===== src/rtl/vga_mode_ctrl_if.sv =====
// Signal bundle between the board keys, the picture datapath and the display-mode scheduler.
// The scheduler uses the slave modport; whatever drives keys, pixel position and Sobel strobes uses master.
interface vga_mode_ctrl_if;
    logic [3:0] key_raw;
    logic [9:0] pix_x;
    logic [9:0] pix_y;
    logic       sobel_valid;
    logic [3:0] mode;
    logic       edge_ready;
    logic       busy;

    modport master (
        output key_raw, pix_x, pix_y, sobel_valid,
        input  mode, edge_ready, busy
    );

    modport slave (
        input  key_raw, pix_x, pix_y, sobel_valid,
        output mode, edge_ready, busy
    );
endinterface


===== src/rtl/vga_mode_ctrl.sv =====
// Display-mode scheduler: debounced key presses become mode changes applied only at frame start.
// Define VGA_MODE_CTRL_DEBOUNCE_EN to include the per-key debounce counters.
module vga_mode_ctrl #(
    parameter int DEB_CYCLES  = 1_000_000,
    parameter int HOR_PIC     = 160,
    parameter int VERT_PIC    = 160,
    parameter int EDGE_PIXELS = (HOR_PIC - 2) * (VERT_PIC - 2)
) (
    input  logic           clk,
    input  logic           rst,
    vga_mode_ctrl_if.slave bus
);
    typedef enum logic [2:0] {S_OFF, S_COLOR, S_GRAY, S_FILL, S_SHOW} state_t;

    localparam logic [1:0]  REQ_COLOR  = 2'd0;
    localparam logic [1:0]  REQ_GRAY   = 2'd1;
    localparam logic [1:0]  REQ_EDGE   = 2'd2;
    localparam logic [1:0]  REQ_OFF    = 2'd3;
    localparam logic [3:0]  MODE_OFF   = 4'b0000;
    localparam logic [3:0]  MODE_COLOR = 4'b0001;
    localparam logic [3:0]  MODE_GRAY  = 4'b0010;
    localparam logic [3:0]  MODE_EDGE  = 4'b0100;
    localparam logic [15:0] FILL_MAX   = 16'(EDGE_PIXELS);

    state_t      state;
    logic [3:0]  sync1, sync2, key_sync;
    logic [3:0]  deb_level, deb_prev, press;
    logic        press_any, frame_start, req_pend;
    logic [1:0]  press_code, req_code;
    logic [15:0] fill_cnt;
    logic [3:0]  mode_r;
    logic        busy_r, ready_r;

    // Keys are active-low and asynchronous; synchronizers idle at the released level.
    always_ff @(posedge clk) begin
        if (rst) begin
            sync1 <= 4'hF;
            sync2 <= 4'hF;
        end else begin
            sync1 <= bus.key_raw;
            sync2 <= sync1;
        end
    end

    assign key_sync = ~sync2;

`ifdef VGA_MODE_CTRL_DEBOUNCE_EN
    localparam int            CW      = $clog2(DEB_CYCLES + 1);
    localparam logic [CW-1:0] CNT_MAX = CW'(DEB_CYCLES);

    logic [CW-1:0] deb_cnt [4];

    // A key level is accepted only after it has disagreed with the debounced level for DEB_CYCLES cycles.
    always_ff @(posedge clk) begin
        if (rst) begin
            for (int i = 0; i < 4; i++) deb_cnt[i] <= '0;
            deb_level <= '0;
        end else begin
            for (int i = 0; i < 4; i++) begin
                if (key_sync[i] == deb_level[i]) begin
                    deb_cnt[i] <= '0;
                end else if (deb_cnt[i] == CNT_MAX) begin
                    deb_level[i] <= key_sync[i];
                    deb_cnt[i]   <= '0;
                end else begin
                    deb_cnt[i] <= deb_cnt[i] + 1'b1;
                end
            end
        end
    end
`else
    always_ff @(posedge clk) begin
        if (rst) deb_level <= '0;
        else     deb_level <= key_sync;
    end
`endif

    always_ff @(posedge clk) begin
        if (rst) deb_prev <= '0;
        else     deb_prev <= deb_level;
    end

    assign press       = deb_level & ~deb_prev;
    assign frame_start = (bus.pix_x == 10'd0) && (bus.pix_y == 10'd0);

    // Lowest-numbered key wins when several presses land in the same cycle.
    always_comb begin
        press_any  = |press;
        press_code = REQ_OFF;
        if (press[0])      press_code = REQ_COLOR;
        else if (press[1]) press_code = REQ_GRAY;
        else if (press[2]) press_code = REQ_EDGE;
    end

    // Mode changes happen only on the frame_start edge so a frame never mixes modes.
    always_ff @(posedge clk) begin
        if (rst) begin
            state    <= S_OFF;
            mode_r   <= MODE_OFF;
            busy_r   <= 1'b0;
            ready_r  <= 1'b0;
            req_pend <= 1'b0;
            req_code <= REQ_OFF;
            fill_cnt <= '0;
        end else begin
            if (press_any) begin
                req_pend <= 1'b1;
                req_code <= press_code;
            end else if (frame_start) begin
                req_pend <= 1'b0;
            end

            if (state == S_FILL && bus.sobel_valid && fill_cnt != FILL_MAX)
                fill_cnt <= fill_cnt + 16'd1;
            if (state == S_FILL && fill_cnt == FILL_MAX)
                ready_r <= 1'b1;

            if (frame_start) begin
                if (req_pend && req_code != REQ_EDGE) begin
                    fill_cnt <= '0;
                    busy_r   <= 1'b0;
                    case (req_code)
                        REQ_COLOR: begin state <= S_COLOR; mode_r <= MODE_COLOR; end
                        REQ_GRAY:  begin state <= S_GRAY;  mode_r <= MODE_GRAY;  end
                        default: begin
                            state   <= S_OFF;
                            mode_r  <= MODE_OFF;
                            ready_r <= 1'b0;
                        end
                    endcase
                end else if (req_pend && state != S_FILL && state != S_SHOW) begin
                    if (ready_r) begin
                        state  <= S_SHOW;
                        mode_r <= MODE_EDGE;
                        busy_r <= 1'b0;
                    end else begin
                        // FILL shows gray because the datapath only writes the edge RAM in colour/gray modes.
                        state    <= S_FILL;
                        mode_r   <= MODE_GRAY;
                        busy_r   <= 1'b1;
                        fill_cnt <= '0;
                    end
                end else if (state == S_FILL && ready_r) begin
                    state  <= S_SHOW;
                    mode_r <= MODE_EDGE;
                    busy_r <= 1'b0;
                end
            end
        end
    end

    assign bus.mode       = mode_r;
    assign bus.busy       = busy_r;
    assign bus.edge_ready = ready_r;
endmodule


===== src/flat_wrapper.sv =====
// flat-port wrapper written by rule: the top's interface ports become plain ports
module vga_mode_ctrl_flat 
#(
    parameter int DEB_CYCLES  = 1_000_000,
    parameter int HOR_PIC     = 160,
    parameter int VERT_PIC    = 160,
    parameter int EDGE_PIXELS = (HOR_PIC - 2) * (VERT_PIC - 2)
)
  (clk, rst, bus_key_raw, bus_pix_x, bus_pix_y, bus_sobel_valid, bus_mode, bus_edge_ready, bus_busy);
  vga_mode_ctrl_if bus_i ();
  input  logic clk;
  input  logic rst;
  input wire logic [$bits(bus_i.key_raw)-1:0] bus_key_raw;
  input wire logic [$bits(bus_i.pix_x)-1:0] bus_pix_x;
  input wire logic [$bits(bus_i.pix_y)-1:0] bus_pix_y;
  input wire logic [$bits(bus_i.sobel_valid)-1:0] bus_sobel_valid;
  output wire logic [$bits(bus_i.mode)-1:0] bus_mode;
  output wire logic [$bits(bus_i.edge_ready)-1:0] bus_edge_ready;
  output wire logic [$bits(bus_i.busy)-1:0] bus_busy;
  assign bus_i.key_raw = bus_key_raw;
  assign bus_i.pix_x = bus_pix_x;
  assign bus_i.pix_y = bus_pix_y;
  assign bus_i.sobel_valid = bus_sobel_valid;
  assign bus_mode = bus_i.mode;
  assign bus_edge_ready = bus_i.edge_ready;
  assign bus_busy = bus_i.busy;
  vga_mode_ctrl #(.DEB_CYCLES(DEB_CYCLES), .HOR_PIC(HOR_PIC), .VERT_PIC(VERT_PIC), .EDGE_PIXELS(EDGE_PIXELS)) u_core (.clk(clk), .rst(rst), .bus(bus_i));
endmodule

===== config.mk =====
export PLATFORM = sky130hd
export DESIGN_NAME = vga_mode_ctrl_flat
export DESIGN_NICKNAME = d
export VERILOG_FILES = /design/src/rtl/vga_mode_ctrl_if.sv /design/src/rtl/vga_mode_ctrl.sv /design/src/flat_wrapper.sv
export SDC_FILE = /design/constraint.sdc
export NUM_CORES = 1
export LEC_CHECK = 0
export CORE_MARGIN = 1.5
export CORE_UTILIZATION = 40
export CTS_CLUSTER_DIAMETER = 100
export DETAILED_ROUTE_END_ITERATION = 10
export GPL_TIMING_DRIVEN = 0
export PLACE_DENSITY = 0.64
export SYNTH_ARGS = -nofsm -noshare
export SYNTH_HDL_FRONTEND = slang
export SYNTH_SLANG_ARGS = --single-unit
export TNS_END_PERCENT = 1

===== constraint.sdc =====
create_clock -name clk -period 2.3 [get_ports clk]
set_input_delay 0.46 -clock clk [delete_from_list [all_inputs] [get_ports clk]]
set_output_delay 0.46 -clock clk [all_outputs]
set_load 0.05 [all_outputs]

==> results.py <==
metrics = {
    "critical_path": {
        "r2r_setup_slack_ns": 0.31,
        "max_stage_delay_ns": 0.69,
        "startpoint": "bus_pix_x[2]",
        "r2r_cells": 6,
        "r2r_start": "u_core.state[1]$_SDFFE_PP0P_",
        "arrival_ns": 2.34,
        "r2r_end": "u_core.fill_cnt[9]$_SDFF_PP0_",
        "crit_top_cell": "buf_4",
        "cp.required_ns": 2.49,
        "crit_fanout": 10,
        "startpoint_type": "input pin",
        "cpMaxStageDelayCell": "or4b_2",
        "path_class": "input pin to register",
        "crit_chain": "clkdlybuf4s50_1, or4b_2, nor4_2, a21o_1, buf_4, buf_4, nor2_1",
        "end_kind": "register",
    },
    "grt": {
        "grt_pass1_vias": 1433,
        "grt_max_degree": 15,
        "overflow": 0,
        "grt.total_usage_pct": 15.0,
        "antenna_found_initial": 0,
        "grt_pass1_wl_mm": 5.91,
    },
    "detailed_routing": {
        "firstDrtPassIters": 4,
        "wl_per_cell_um": 12.5,
        "detail-route-antenna-nets": 0,
        "postRouteWirelength_mm": 3.46,
        "via_per_inst": 5.25,
        "vias": 1453,
        "drt_iter0_drc": 82,
        "drc": 0,
    },
    "die": {
        "initial_core_util_pct": 42.7,
        "die_h_um": 69.3,
        "num_rows": 23,
        "io_pins": 33,
        "die_area_um2": 4800,
        "die_w_um": 69.3,
        "core_um2": 4120,
    },
    "yosys": {
        "synthCells": 188,
        "ys_types": 40,
        "synth_seq_cells": 41,
        "synthFlopType": "dfxtp_1",
        "synth_fp_nets": 217,
        "synth-edff-count": 0,
        "avgSynthCellArea_um2": 9.35,
        "seq_area_frac_synth_pct": 46.7,
        "netlist_area_um2": 1760,
        "synth_warnings": 0,
        "synthArstFlopShare_pct": 0,
    },
    "sta": {
        "rsz0062_at_grt": "no",
        "finalSetupTns_ns": 0,
        "fin_crit_sh_pct": 93.7,
        "hold_viol": 0,
        "slew_headroom_pct": 60.9,
        "worst_slack_ns": 0.145,
        "finalCriticalPeriod_ns": 2.15,
        "fin_worst_skew_ns": 0.00423,
        "holdWs_ns": 0.386,
        "fmax_ghz": 0.464,
        "worst_pin_slew_ns": 0.582,
        "setup_violations": 0,
        "slew_violations": 0,
    },
    "pwr": {
        "p_per_area_nw_per_um2": 667,
        "power_leakage_nw": 0.814,
        "p_comb_share_pct": 6.3,
        "swShare_pct": 19.6,
        "p_switching_uw": 297,
        "clkPwrFrac_pct": 45.6,
        "peakVddDrop_mv": 0.581,
        "cell_internal_pwr_mw": 1.22,
        "sequentialPowerShare_pct": 48.1,
        "total_power_mw": 1.52,
    },
    "clock_network": {
        "postCtsHoldBufs": 0,
        "cts_root_buf": "clkbuf_8",
        "insertion_delay_ns": 0.29,
        "clock-sinks": 41,
        "tritoncts": "yes",
        "cts_resized": 0,
        "postCtsSetupBuffers": 0,
        "clk_pin_slew_ns": 0.08,
        "ctsHtreeMaxLevel": 2,
        "clk_path_buf_depth": 2,
        "numCtsBuffers": 5,
    },
    "cells_and_area": {
        "nets": 255,
        "layout.cells.non_filler": 277,
        "layout_common_cells": "dfxtp_1 (41), clkdlybuf4s50_1 (31), nor2_1 (25), nor2b_1 (9), or2_2 (9)",
        "n_antenna_cell": 0,
        "final_common_cell": "dfxtp_1",
        "areaGrowthSynthToFinish_pct": 29.4,
        "drive_gt1_share_pct": 13.7,
    },
    "run": {
        "cap_violations": 0,
    },
    "min_path": {
        "min_from": "u_core.sync2[3]$_SDFF_PP1_",
        "holdPathStages": 1,
        "worstHoldEndpoint": "u_core.deb_level[3]$_SDFF_PP0_",
        "hold_class": "register to register",
    },
    "placed_design": {
        "gp_congestion": 0.869,
        "place_hpwl_mm": 2.66,
        "placed_cells": 269,
        "io_buffers": 31,
        "place_ws_ns": -0.222,
    },
    "outcome": {
        "status": "finished clean",
    },
}
## logic make-up after synthesis
logic type | count (synthesis) | synth area share, %
and+or+nand+nor | 98 | 32.5
DFF | 41 | 46.7
AOI/OAI and AO/OA | 20 | 7.69
xor gates and xnor gates | 14 | 6.98
buffers and inverters | 12 | 4.48
adders and majority gates | 2 | 1.42
other | 1 | 0.213
## synth_stat cells (2+ instances only)
library cell  number  area, µm²
a21o_1             2       15.0
a21oi_1            4       20.0
a22o_1             4       35.0
a31oi_1            3       18.8
and4_1             3       26.3
buf_4              5       37.5
dfxtp_1           41        821
ha_1               2       25.0
inv_1              4       15.0
nand2_1            8       30.0
nand2b_1           7       43.8
nand3_1            7       35.0
nand4_1            3       18.8
nor2_1            25       93.8
nor2b_1            9       56.3
nor3_1             6       30.0
nor4_1             9       56.3
nor4b_1            2       17.5
o21ai_0            3       15.0
or2_2              9       56.3
xnor2_1            6       52.6
xor2_1             8       70.1
## state kept, by name, summed over array words and instances, names as in the netlist
register and cells:
u_core.fill_cnt 16, u_core.bus.mode 2, u_core.sync1 4, u_core.deb_prev 4
u_core.bus.busy 1, u_core.state 2, u_core.deb_level 4, u_core.req_pend 1
u_core.bus.edge_ready 1, u_core.sync2 4, u_core.req_code 2
## layout make-up
class                           count  area, µm²
Clock inverter                      3       68.8
Inverter                            4       15.0
Multi-Input combinational cell    135        865
Sequential cell                    41        821
Timing Repair Buffer               31        310
Clock buffer                        5       68.8
Fill cell                         372       1840
Tap cell                           50       62.6
Buffer                              8       63.8
## stage by stage
stage	util [%]	instance area, µm²
floorplan	-	1760
global placement	51.8	2130
detailed placement	51.8	2130
CTS	55.1	2270
global route	55.3	2270
finish	55.3	2270
## power by group through the flow
stage	logic, mW	clock network, mW	registers, mW
after floorplan	0.0405	0	0.744
after global placement	0.0924	0	0.746
after detailed placement	0.0957	0	0.746
after CTS	0.0959	0.713	0.729
after global routing	0.104	0.736	0.731
final	0.0957	0.692	0.729
## worst max-delay path: cells and delay by family
| family | cells | cell delay, ns |
|---|---|---|
| buf+inv | 3 | 0.75 |
| simple gates | 3 | 0.96 |
| compound gates | 1 | 0.17 |
## worst max-delay path by stage
stage / to / cells past startpoint / slack, ns
after floorplan: u_core.fill_cnt[12]$_SDFF_PP0_ / 6 / 0.38
after global placement: u_core.fill_cnt[11]$_SDFF_PP0_ / 7 / -0.22
after detailed placement: u_core.fill_cnt[7]$_SDFF_PP0_ / 7 / -0.22
after CTS: u_core.fill_cnt[7]$_SDFF_PP0_ / 7 / 0.09
after global routing: u_core.fill_cnt[11]$_SDFF_PP0_ / 7 / 0.08
final: u_core.fill_cnt[7]$_SDFF_PP0_ / 7 / 0.15
## per-layer routing
layer / wire, µm / up-vias / track usage (%)
met5: 0 / - / 0
met3: 111 / 4 / 4.51
li1: - / 727 / -
met1: 1540 / 695 / 16.8
met2: 1770 / 27 / 26.9
met4: 37 / 0 / 5.01
(Power assumes the default switching activity.)
